[config.mk]
export PLATFORM = sky130hd
export DESIGN_NAME = dispatch_stage
export DESIGN_NICKNAME = d
export VERILOG_FILES = /design/src/rtl/ooo_config_pkg.sv /design/src/rtl/dispatch_stage_br_tag_alloc.sv /design/src/rtl/dispatch_stage.sv
export SDC_FILE = /design/constraint.sdc
export NUM_CORES = 1
export LEC_CHECK = 0
export CORE_AREA = 3 3 112 82
export CTS_CLUSTER_DIAMETER = 150
export DETAILED_ROUTE_END_ITERATION = 6
export DIE_AREA = 0 0 115 85
export PLACE_DENSITY = 0.79
export SETUP_SLACK_MARGIN = 0.1
export SKIP_LAST_GASP = 1
export SLEW_MARGIN = 0
export SYNTH_ARGS = -nofsm -noshare
export SYNTH_HDL_FRONTEND = slang
export SYNTH_SLANG_ARGS = --single-unit
[constraint.sdc]
create_clock -name clk -period 1.9 [get_ports clk]
set_clock_uncertainty 0.1 [all_clocks]
set_input_delay 0.38 -clock clk [delete_from_list [all_inputs] [get_ports clk]]
set_output_delay 0.38 -clock clk [all_outputs]
set_load 0.02 [all_outputs]
[src/rtl/ooo_config_pkg.sv]
// Shared out-of-order core configuration: widths, the reservation entry and helpers.
package ooo_config_pkg;

    localparam int unsigned BR_TAGS   = 4;
    localparam int unsigned BRU_BITS  = $clog2(BR_TAGS);
    localparam int unsigned ROB_IDX_W = 4;
    localparam int unsigned PREG_W    = 6;
    localparam int unsigned UOP_W     = 32;

    typedef struct packed {
        logic [PREG_W-1:0]    pd;
        logic [PREG_W-1:0]    ps1;
        logic [PREG_W-1:0]    ps2;
        logic                 imm_optional;
        logic [UOP_W-1:0]     uop;
        logic [ROB_IDX_W-1:0] rob_idx;
        logic [BR_TAGS-1:0]   branch_mask;
        logic [BRU_BITS-1:0]  br_tag;
        logic                 is_branch;
    } resv_entry_t;

    // Index of the lowest set bit; 0 when none is set.
    function automatic logic [BRU_BITS-1:0] pick_lowest(input logic [BR_TAGS-1:0] v);
        pick_lowest = '0;
        for (int i = int'(BR_TAGS) - 1; i >= 0; i--) begin
            if (v[i]) pick_lowest = BRU_BITS'(i);
        end
    endfunction

endpackage

[src/rtl/dispatch_stage_br_tag_alloc.sv]
// Branch-tag bookkeeping: free list, speculative mask and per-tag mask snapshots.
module br_tag_alloc
    import ooo_config_pkg::*;
(
    input  logic                clk,
    input  logic                rst,
    input  logic                alloc,
    input  logic                good,
    input  logic                flush,
    input  logic [BRU_BITS-1:0] br_idx,
    output logic                tag_avail_c,
    output logic [BRU_BITS-1:0] alloc_tag_c,
    output logic [BR_TAGS-1:0]  mask_fwd_c
);

    logic [BR_TAGS-1:0] cur_mask;
    logic [BR_TAGS-1:0] tag_free;
    logic [BR_TAGS-1:0] snap [BR_TAGS];
    logic [BR_TAGS-1:0] cur_mask_n;
    logic [BR_TAGS-1:0] tag_free_n;
    logic [BR_TAGS-1:0] snap_n [BR_TAGS];
    logic [BR_TAGS-1:0] good_bit;

    // Picks from the registered free list, so a tag freed this cycle waits a cycle.
    always_comb begin
        good_bit         = '0;
        good_bit[br_idx] = good;
        mask_fwd_c       = cur_mask & ~good_bit;
        tag_avail_c      = |tag_free;
        alloc_tag_c      = pick_lowest(tag_free);
        cur_mask_n       = mask_fwd_c;
        tag_free_n       = tag_free | good_bit;
        for (int t = 0; t < int'(BR_TAGS); t++) begin
            snap_n[t] = snap[t] & ~good_bit;
        end
        if (flush) begin
            cur_mask_n = snap[br_idx];
            tag_free_n = tag_free | (cur_mask & ~snap[br_idx]);
        end
        if (alloc) begin
            tag_free_n[alloc_tag_c] = 1'b0;
            snap_n[alloc_tag_c]     = mask_fwd_c;
            cur_mask_n[alloc_tag_c] = 1'b1;
        end
    end

    always_ff @(posedge clk) begin
        if (rst) begin
            cur_mask <= '0;
            tag_free <= '1;
            for (int t = 0; t < int'(BR_TAGS); t++) snap[t] <= '0;
        end else begin
            cur_mask <= cur_mask_n;
            tag_free <= tag_free_n;
            for (int t = 0; t < int'(BR_TAGS); t++) snap[t] <= snap_n[t];
        end
    end

endmodule

[src/rtl/dispatch_stage.sv]
// Dispatch stage: ROB/branch-tag allocation and a single entry register toward the reservation station.
module dispatch_stage
    import ooo_config_pkg::*;
(
    input  logic                 clk,
    input  logic                 rst,
    input  logic                 in_valid,
    output logic                 in_ready,
    input  logic [PREG_W-1:0]    in_pd,
    input  logic [PREG_W-1:0]    in_ps1,
    input  logic [PREG_W-1:0]    in_ps2,
    input  logic                 in_imm_optional,
    input  logic                 in_is_branch,
    input  logic [UOP_W-1:0]     in_uop,
    input  logic                 rob_ready,
    output logic                 rob_alloc,
    input  logic [ROB_IDX_W-1:0] rob_idx,
    input  logic                 resv_full,
    output logic                 out_valid,
    output logic [PREG_W-1:0]    out_pd,
    output logic [PREG_W-1:0]    out_ps1,
    output logic [PREG_W-1:0]    out_ps2,
    output logic                 out_imm_optional,
    output logic [UOP_W-1:0]     out_uop,
    output logic [ROB_IDX_W-1:0] out_rob_idx,
    output logic [BR_TAGS-1:0]   out_branch_mask,
    output logic [BRU_BITS-1:0]  out_br_tag,
    output logic                 out_is_branch,
    input  logic                 br_valid,
    input  logic                 br_mispred,
    input  logic [BRU_BITS-1:0]  br_idx
);

    logic                flush_c;
    logic                good_c;
    logic                accept_c;
    logic                kill_c;
    logic                tag_avail_c;
    logic [BRU_BITS-1:0] alloc_tag_c;
    logic [BR_TAGS-1:0]  mask_fwd_c;
    logic [BR_TAGS-1:0]  good_bit_c;
    resv_entry_t         entry_d;
    resv_entry_t         entry_q;

    br_tag_alloc u_tags (
        .clk         (clk),
        .rst         (rst),
        .alloc       (accept_c & in_is_branch),
        .good        (good_c),
        .flush       (flush_c),
        .br_idx      (br_idx),
        .tag_avail_c (tag_avail_c),
        .alloc_tag_c (alloc_tag_c),
        .mask_fwd_c  (mask_fwd_c)
    );

    always_comb begin
        flush_c            = br_valid & br_mispred;
        good_c             = br_valid & ~br_mispred;
        good_bit_c         = '0;
        good_bit_c[br_idx] = good_c;
        in_ready           = rob_ready & (~in_is_branch | tag_avail_c)
                           & (~out_valid | ~resv_full) & ~flush_c;
        accept_c           = in_valid & in_ready;
        rob_alloc          = accept_c;
        // Held op dies if it depends on, or is, the mispredicted branch.
        kill_c             = entry_q.branch_mask[br_idx]
                           | (entry_q.is_branch & (entry_q.br_tag == br_idx));
        entry_d            = '{pd: in_pd, ps1: in_ps1, ps2: in_ps2,
                               imm_optional: in_imm_optional, uop: in_uop,
                               rob_idx: rob_idx, branch_mask: mask_fwd_c,
                               br_tag: alloc_tag_c, is_branch: in_is_branch};
    end

    always_ff @(posedge clk) begin
        if (rst) begin
            out_valid <= 1'b0;
            entry_q   <= '0;
        end else if (accept_c) begin
            out_valid <= 1'b1;
            entry_q   <= entry_d;
        end else begin
            if (out_valid && !resv_full) out_valid <= 1'b0;
            if (flush_c && kill_c)       out_valid <= 1'b0;
            entry_q.branch_mask <= entry_q.branch_mask & ~good_bit_c;
        end
    end

    assign out_pd           = entry_q.pd;
    assign out_ps1          = entry_q.ps1;
    assign out_ps2          = entry_q.ps2;
    assign out_imm_optional = entry_q.imm_optional;
    assign out_uop          = entry_q.uop;
    assign out_rob_idx      = entry_q.rob_idx;
    assign out_branch_mask  = entry_q.branch_mask;
    assign out_br_tag       = entry_q.br_tag;
    assign out_is_branch    = entry_q.is_branch;

endmodule

==> impl_metrics.py, run 1 <==
metrics = {
    "outcome": {
        "status": "finished, violations left",
        "violations": "setup timing",
    },
    "clock_network": {
        "cts_buffers": 9,
        "htree_levels": 3,
        "clk_latency_ns": 0.32,
        "holdBufCountCts": 0,
        "clk_path_buf_depth": 2,
        "clock-root-buffer": "clkbuf_16",
        "cts_tree": "yes",
        "cts.sinks": 87,
        "clkTransAtPathRegs_ns": 0.06,
    },
    "sta": {
        "relSlewSlack_pct": 54.0,
        "period_needed_ns": 2.10,
        "worst_pin_slew_ns": 0.690,
        "hold_viol": 0,
        "rsz0062_at_grt": "yes",
        "setup_viol": 55,
        "period_share_pct": 111,
        "fmax_mhz": 475,
        "layout_setup_ws_ns": -0.204,
        "drv_slew": 0,
    },
    "yosys": {
        "synth-compound-area-share_pct": 23.4,
        "yosys.area.top_type": "dfxtp_1",
        "synth_xor_area_share_pct": 0.240,
        "ys.flop_type": "dfxtp_1",
        "synth_top_area_share_pct": 47.8,
        "synth.distinct_cells": 37,
        "netlist_top_cells_area": "dfxtp_1 (48%), a21oi_1 (8.9%), nand3_1 (8.4%)",
        "ys_ff_latch": 87,
        "synth_fa_ha_area_share_pct": 0,
        "yosys_warnings": 0,
        "syn_nets": 483,
        "synth-edff-count": 0,
        "synth-simple-area-share_pct": 14.8,
        "synth_mux_area_share_pct": 7.49,
        "ys_top_cells_by_count": "dfxtp_1 (87), a21oi_1 (65), nand3_1 (61)",
        "avgSynthCellArea_um2": 8.71,
        "synth_top_family_by_area": "compound AO/OA/AOI/OAI gates",
        "synth_seq_area_share_pct": 47.8,
        "synth_area_um2": 3640,
        "syn_inst": 418,
        "yosysMostFrequentCell": "dfxtp_1",
        "async_flop_share_pct": 0,
    },
    "critical_path": {
        "cp-end-kind": "output pin",
        "arrival_ns": 1.62,
        "cp_data_required_time_ns": 1.42,
        "critPathLaunchType": "flop",
        "crit_chain": "or4_4, o211a_1, buf_6",
        "cp_max_fo": 3,
        "slowest_stage": "or4_4",
        "max_stage_delay_ns": 0.57,
        "path_class": "reg2out",
    },
    "cells_and_area": {
        "drive_above_1_share_pct": 14.9,
        "final.fill_count": 653,
        "n_antenna_cell": 0,
        "area_growth_pct": 58.2,
        "nets": 629,
        "design_area_um2": 5760,
    },
    "place": {
        "hpwl_um": 7270,
        "gp_congestion": 0.904,
        "placed_area_um2": 5130,
        "port_buffers": 129,
        "dp_slack_ns": -0.570,
    },
    "floorplanning": {
        "die_h_um": 85,
        "start_util_pct": 44.1,
        "die_area_um2": 9780,
        "ios": 130,
        "core_um2": 8270,
        "placementRows": 28,
        "die_x_um": 115,
    },
    "global_route": {
        "grt_max_degree": 68,
        "grt_overflow": 0,
        "grt_pass1_wl_um": 17800,
        "antenna_found_initial": 0,
        "first_global_vias": 3553,
        "track_usage_pct": 23.1,
    },
    "worst_hold_path": {
        "worstHoldPathType": "reg2reg",
    },
    "routing": {
        "drt_iter0_markers": 219,
        "drc_errors": 0,
        "num_vias": 3854,
        "antenna_left": 0,
        "vias_per_cell": 5.72,
        "wire_per_inst_um": 18.0,
        "routed_wirelength_um": 12100,
        "firstDrtPassIters": 4,
    },
    "pwr": {
        "cellLeakagePower_nw": 2.60,
        "ir_worst_vdd_mv": 0.558,
        "power_per_cell_area_nw_per_um2": 761,
    },
    "job": {
        "drv_cap": 0,
    },
}
==> where the power goes <==
part / switching [W] / internal (W)
clock: 0.000704 / 0.00110
combinational: 0.000323 / 0.000349
sequential: 0.0000293 / 0.00188
==> path summary, 6_finish.rpt <==
path                                         start  cells after the start          end  slack, ns
worst max-delay path            u_tags.tag_free[0]                      3     in_ready      -0.20
worst min-delay path                   out_uop[30]                      2  out_uop[30]       0.35
worst max register to register  u_tags.tag_free[0]                      7  out_uop[29]      -0.18
worst min register to register         out_uop[30]                      2  out_uop[30]       0.35
==> worst max-delay path, delay by kind of cell, from the launching register on <==
kind / cells / cell delay, ns
buffers and inverters: 1 / 0.14
AOI/OAI and AO/OA: 1 / 0.28
DFF: 1 / 0.32
and+or+nand+nor: 1 / 0.57
==> cell families (layout without fill, tap and decap cells) <==
kind of cell / Yosys count / count (layout)
buffers and inverters: 44 / 195
AOI/OAI and AO/OA: 153 / 153
xor gates and xnor gates: 1 / 1
DFF: 87 / 87
muxes: 22 / 22
and+or+nand+nor: 111 / 111
==> placed cells by master, fill, tap and decap left out, types with 5 or more instances in the layout <==
cell / instances
clkdlybuf4s50_1: 95
dfxtp_1: 85
a21oi_1: 63
nand3_1: 61
o21ai_1: 40
buf_4: 30
o21ai_0: 29
dlymetal6s2s_1: 24
nor2_1: 22
mux2i_1: 16
nand2_1: 11
clkbuf_16: 10
dlygate4sd2_1: 7
inv_1: 6
buf_6: 6
buf_12: 5
==> state kept, by name, indices dropped and copies added, names as in the netlist <==
name / flops
out_br_tag: 2
out_ps2: 6
out_ps1: 6
out_is_branch: 1
out_branch_mask: 4
out_rob_idx: 4
out_pd: 6
out_imm_optional: 1
u_tags.snap: 16
out_uop: 32
out_valid: 1
u_tags.tag_free: 4
u_tags.cur_mask: 4
==> timing repair <==
| action | in CTS | in global routing |
|---|---|---|
| setup buffers | 5 | 2 |
| pin swaps | 7 | 24 |
| endpoints found under the setup margin | 78 | 97 |
| gates resized for setup | 30 | 38 |
| cloned | 3 | 3 |
==> final cells by class <==
type                       instances  area, um2  share of cell area, %
clock buffer                      11        253                   4.39
inverter                           6       22.5                  0.391
sequential                        87       1740                   30.3
timing repair buffer             173       1840                   31.9
clock inverter                     5       63.8                   1.11
tap                              105        131                   2.28
multi-input combinational        287       1710                   29.7
==> stage by stage <==
stage | setup TNS [ns] | hold WS [ns] | power [W] | instances | util, %
6_report | -4.27 | 0.352 | 0.00439 | 674 | 69.7
4_1_cts | -5.08 | 0.348 | 0.00441 | 670 | 68.1
2_1_floorplan | 0 | 0.359 | 0.00222 | 418 | -
3_5_place_dp | -33.32 | 0.353 | 0.00255 | 646 | 62.1
3_3_place_gp | -30.79 | 0.359 | 0.00253 | 646 | 62.1
5_1_grt | -8.03 | 0.390 | 0.00456 | 674 | 69.7
==> per-layer routing <==
layer / vias to the layer above / part of all wire [%] / wire length, um / GRT usage (%)
met3: 17 / 7.9 / 955 / 6.63
met1: 1851 / 44 / 5300 / 30.0
met4: 0 / 1.4 / 174 / 5.97
met5: - / 0 / 0 / 0
met2: 179 / 47 / 5690 / 37.8
li1: 1807 / - / - / -
(Power assumes the default switching activity.)
==> inputs of run 2 (changes only) <==
CORE_AREA = 5 5 114 84   (was 3 3 112 82)
DIE_AREA = 0 0 119 89   (was 0 0 115 85)
clock period = 2.23 ns   (was 1.9 ns; I/O delays follow)
==> run 2 against run 1 <==
Against the previous run: the flow now finishes without violations; flip-flop and latch count unchanged; via count down 4.7%; critical endpoint is now rob_alloc; worst hold slack improved by 0.021 ns; final cell count fell by 1.9%; design area shrank 4.8%; sequential power shrank 15%; largest cell class is now flip-flops and latches; largest power group is now the clock network; highest routed layer unchanged; global-route usage fell by 2.4 points; combinational power shrank 23%; utilization shrank 3.4 points; non-clock buffer count shrank 11; die area grew 8.3%.
==> impl_metrics.py, run 2 (synthesis results as in run 1) <==
metrics = {
    "critical_path": {
        "path_delay_family": "simple AND/OR/NAND/NOR gates",
        "cp_max_fo": 3,
        "r2r_setup_slack_ns": 0.19,
        "startpoint": "u_tags.tag_free[2]",
        "r2r_end": "out_pd[5]",
        "r2r_start": "u_tags.tag_free[2]",
        "arrival_ns": 1.62,
        "max_stage_delay_ns": 0.57,
        "path_class": "reg2out",
        "critPathLaunchType": "flop",
        "cp_data_required_time_ns": 1.68,
        "slowest_stage": "or4_4",
        "cp-end-kind": "output pin",
        "path_buf_inv": 1,
        "r2r_cells": 6,
        "crit_chain": "or4_4, o211ai_4, nor2_2, buf_6",
    },
    "pwr": {
        "cellLeakagePower_nw": 2.05,
        "power_per_cell_area_nw_per_um2": 698,
        "p_int_w": 0.00298,
        "p_seq_share_pct": 42.5,
        "combinationalPowerShare_pct": 13.5,
        "power.switching_w": 0.000851,
        "pwr-share-clk_pct": 44.0,
        "ir_worst_vdd_mv": 0.491,
        "p_sw_share_pct": 22.2,
    },
    "routing": {
        "wire_per_inst_um": 17.1,
        "firstDrtPassIters": 5,
        "antenna_left": 0,
        "routed_wirelength_um": 11300,
        "vias_per_cell": 5.55,
        "drt_iter0_markers": 278,
        "drc_errors": 0,
        "num_vias": 3671,
    },
    "sta": {
        "rsz0062_at_grt": "yes",
        "setup_viol": 0,
        "hold_viol": 0,
        "worst_pin_slew_ns": 0.668,
        "fmax_mhz": 462,
        "tns_ns": 0,
        "period_needed_ns": 2.17,
        "relSlewSlack_pct": 55.5,
        "period_share_pct": 97.1,
        "drv_slew": 0,
    },
    "global_route": {
        "grt_max_degree": 63,
        "first_global_vias": 3565,
        "antenna_found_initial": 0,
        "grt_pass1_wl_um": 17800,
        "track_usage_pct": 20.7,
        "grt_overflow": 0,
    },
    "job": {
        "drv_cap": 0,
    },
    "clock_network": {
        "holdBufCountCts": 0,
        "clk_latency_ns": 0.33,
        "cts_tree": "yes",
        "cts.sinks": 87,
        "clkTransAtPathRegs_ns": 0.06,
        "cts_buffers": 9,
        "htree_levels": 3,
        "clk_path_buf_depth": 2,
        "clock-root-buffer": "clkbuf_16",
    },
    "cells_and_area": {
        "largest_reg_flops": 32,
        "nets": 618,
        "finalCoreUtilization_pct": 66.3,
        "final_common_cell": "clkdlybuf4s50_1",
        "multiInputGateArea_um2": 1680,
        "seq_area_um2": 1740,
        "final.fill_count": 691,
        "drive_above_1_share_pct": 12.1,
        "n_antenna_cell": 0,
        "final_cell_mix": "clkdlybuf4s50_1 (126), dfxtp_1 (86), a21oi_1 (65)",
        "area_growth_pct": 50.6,
    },
    "floorplanning": {
        "die_h_um": 89,
        "core_um2": 8270,
        "ios": 130,
        "die_x_um": 119,
        "placementRows": 28,
        "die_area_um2": 10600,
        "start_util_pct": 44.1,
    },
    "worst_hold_path": {
        "min_path_cells": 2,
        "hold_start": "out_uop[9]",
        "worstHoldPathType": "reg2reg",
        "hold_end": "out_uop[9]",
    },
    "place": {
        "hpwl_um": 7730,
        "gp_congestion": 0.887,
        "port_buffers": 129,
    },
    "outcome": {
        "status": "finished clean",
    },
}
-- run 2: changes by cell type in the layout (fill, tap and decap cells not counted), moves of 2 or more --
cell and delta:
clkdlybuf4s50_1 +31, buf_12 -2, o21ai_1 -2, buf_16 -2
inv_6 -2, a21oi_1 +2, bufinv_16 +2, o21ai_0 +2
dlymetal6s2s_1 -24, a21oi_2 -2, dlygate4sd2_1 -7, buf_6 -4
-- run 2: worst reg2reg max path: stages (launching register included) --
cell,delay (ns)
dfxtp_1,0.31
or4_4,0.57
o211ai_4,0.21
buf_6,0.25
buf_12,0.24
o21ai_0,0.12
a21oi_1,0.17
-- run 2: worst max-delay path by stage --
stage / to / slack, ns / cells past startpoint
floorplan: rob_alloc / 0.31 / 4
global placement: in_ready / -0.37 / 5
detailed placement: in_ready / -0.37 / 5
CTS: out_pd[5] / 0.04 / 6
global route: rob_alloc / 0.03 / 4
finish: rob_alloc / 0.06 / 4
-- run 2: per-layer routing --
metal	GRT usage [%]	share of wire [%]	up-vias
li1	-	-	1777
met2	33.8	46	142
met1	25.7	44	1731
met3	7.02	8.5	21
met5	0	0	-
met4	7.68	1.8	0
-- run 2: power groups by stage --
stage | logic (W) | registers (W) | clock network (W)
final | 0.000515 | 0.00163 | 0.00168
after global routing | 0.000549 | 0.00163 | 0.00179
after CTS | 0.000512 | 0.00163 | 0.00172
after detailed placement | 0.000505 | 0.00166 | 0
after global placement | 0.000497 | 0.00166 | 0
after floorplan | 0.000174 | 0.00171 | 0
-- run 2: through the flow --
step           instance area, um2  cells  setup slack [ns]  power [W]  hold WS (ns)
2_1_floorplan                3640    418             0.309    0.00189         0.359
3_3_place_gp                 5110    644            -0.367    0.00215         0.348
3_5_place_dp                 5110    644            -0.366    0.00217         0.367
4_1_cts                      5470    660            0.0436    0.00386         0.375
5_1_grt                      5480    661            0.0258    0.00397         0.394
6_report                     5480    661            0.0650    0.00383         0.373
-- run 2: layout make-up --
class	count	share of cell area (%)
Tap cell	105	2.40
Inverter	6	0.411
Clock buffer	10	4.36
Clock inverter	4	1.73
Sequential cell	87	31.8
Timing Repair Buffer	162	28.7
Multi-Input combinational cell	287	30.6
-- run 2: what timing repair did --
item                       in CTS  in global routing
setup buffers                   2                  1
pin swaps                       2                  3
setup endpoints to repair      42                 42
gates resized for setup        14                  3
==> inputs of run 3 (changes only) <==
CORE_AREA = 2 2 111 81   (was 5 5 114 84)
CTS_CLUSTER_DIAMETER = unset   (was 150)
DIE_AREA = 0 0 113 83   (was 0 0 119 89)
==> run 3 against run 2 <==
Against the previous run: the run now ends with DRC left; sequential power barely moved; die area fell by 11%; maximum frequency shrank 2.3%; routed wire length increased by 1.2%; worst setup slack got worse by 0.051 ns; non-clock buffer count rose by 3; register-to-register slack got worse by 0.05 ns; largest power group unchanged.
==> impl_metrics.py, run 3 (synthesis results as in run 1) <==
metrics = {
    "outcome": {
        "status": "finished, violations left",
        "violations": "DRC",
    },
    "critical_path": {
        "crit_chain": "or4_4, o211ai_4, nor2_4, buf_6",
        "slowest_stage": "or4_4",
        "cp-end-kind": "output pin",
        "max_stage_delay_ns": 0.57,
        "cp.depth": 4,
        "arrival_ns": 1.67,
        "path_delay_family": "simple AND/OR/NAND/NOR gates",
        "critPathLaunchType": "flop",
        "cp_data_required_time_ns": 1.68,
        "path_class": "reg2out",
        "r2r_cells": 7,
        "cp_max_fo": 3,
        "path_buf_inv": 1,
    },
    "global_route": {
        "met2_usage_pct": 37.0,
        "antenna_found_initial": 0,
        "top_usage_layer": "met2",
        "grtUsageMet1_pct": 30.6,
        "grt_max_degree": 68,
        "grt_overflow": 0,
        "grt_pass1_wl_um": 17600,
        "track_usage_pct": 23.0,
        "first_global_vias": 3565,
        "grtUsageMet3_pct": 7.01,
    },
    "pwr": {
        "power_per_cell_area_nw_per_um2": 709,
        "cellLeakagePower_nw": 2.10,
        "power.total_w": 0.00397,
        "ir_worst_vdd_mv": 0.496,
    },
    "sta": {
        "hold_viol": 0,
        "period_share_pct": 99.4,
        "layout_setup_ws_ns": 0.0141,
        "rsz0062_at_grt": "yes",
        "drv_slew": 0,
        "relSlewSlack_pct": 51.2,
        "fmax_mhz": 451,
        "worst_pin_slew_ns": 0.732,
        "period_needed_ns": 2.22,
        "tns_ns": 0,
        "setup_viol": 0,
    },
    "job": {
        "drv_cap": 0,
    },
    "routing": {
        "firstDrtPassIters": 7,
        "drt_iter0_markers": 336,
        "num_vias": 3690,
        "antenna_left": 0,
        "routed_wirelength_um": 11500,
        "drc_errors": 10,
        "vias_per_cell": 5.54,
        "wire_per_inst_um": 17.2,
    },
    "clock_network": {
        "htree_levels": 3,
        "clk_latency_ns": 0.32,
        "clk_path_buf_depth": 2,
        "clkTransAtPathRegs_ns": 0.06,
        "cts.sinks": 87,
        "cts_buffers": 9,
        "clock-root-buffer": "clkbuf_16",
        "cts_tree": "yes",
    },
    "cells_and_area": {
        "design_area_um2": 5600,
        "seq_area_um2": 1740,
        "drive_above_1_share_pct": 12.5,
        "final_common_cell": "clkdlybuf4s50_1",
        "area_growth_pct": 53.8,
        "multiInputGateArea_um2": 1690,
        "n_antenna_cell": 0,
        "final.fill_count": 713,
        "nets": 621,
        "largest_reg_flops": 32,
        "final_cell_mix": "clkdlybuf4s50_1 (126), dfxtp_1 (86), a21oi_1 (65)",
    },
    "place": {
        "port_buffers": 129,
        "placed_area_um2": 5120,
        "hpwl_um": 7440,
        "gp_congestion": 0.866,
        "dp_slack_ns": -0.387,
    },
    "floorplanning": {
        "die_x_um": 113,
        "die_area_um2": 9380,
        "ios": 130,
        "die_h_um": 83,
        "placementRows": 28,
        "start_util_pct": 44.1,
        "core_um2": 8270,
    },
    "worst_hold_path": {
        "worstHoldPathType": "in2reg",
        "min_path_cells": 4,
    },
}
## run 3: cell count changes in the layout (fill, tap and decap cells not counted), sizes merged
cell    before  now
inv          6    7
buf         36   37
bufinv       3    4
clkinv       1    0
clkbuf      10   13
## run 3: final cells by class
type,count,share of cell area (%)
clock inverter,5,2.30
multi-input combinational,287,30.2
tap,105,2.35
sequential,87,31.1
timing repair buffer,165,29.5
clock buffer,11,4.15
inverter,6,0.402
## run 3: stage by stage
step                hold slack, ns  std cells  utilization, %
global route                 0.401        666            67.8
detailed placement           0.366        646            62.0
floorplan                    0.359        418               -
finish                       0.353        666            67.8
global placement             0.349        646            62.0
CTS                          0.341        662            66.5
## run 3: path summary, 6_finish.rpt
| path | end | slack [ns] | from |
|---|---|---|---|
| min | out_br_tag[1] | 0.35 | rst |
| min reg2reg | out_uop[31] | 0.38 | out_uop[31] |
| max | rob_alloc | 0.01 | u_tags.tag_free[0] |
| max reg2reg | out_ps1[5] | 0.14 | u_tags.tag_free[0] |
## run 3: metal layers
layer	vias up	wire, um
met4	0	116
met1	1759	5090
met3	8	885
met5	-	0
li1	1786	-
met2	137	5360
## run 3: what timing repair did
action | 4_1_cts | 5_1_grt
hold buffers | 0 | 0
pin swaps | 1 | 2
gates resized for setup | 13 | 10
setup buffers | 0 | 2
gates cloned | 0 | 2
setup endpoints to repair | 40 | 40
## run 3: worst min-delay path, stage by stage
cell and delay (ns):
buf_2 0.09, inv_1 0.07, nand2_1 0.07, o21ai_0 0.06
## run 3: report_power, final
part / total [W] / switching, W / internal, W
Sequential: 0.00163 / 0.0000251 / 0.00160
Combinational: 0.000540 / 0.000261 / 0.000279
Clock: 0.00180 / 0.000589 / 0.00121
Total: 0.00397 / 0.000876 / 0.00309
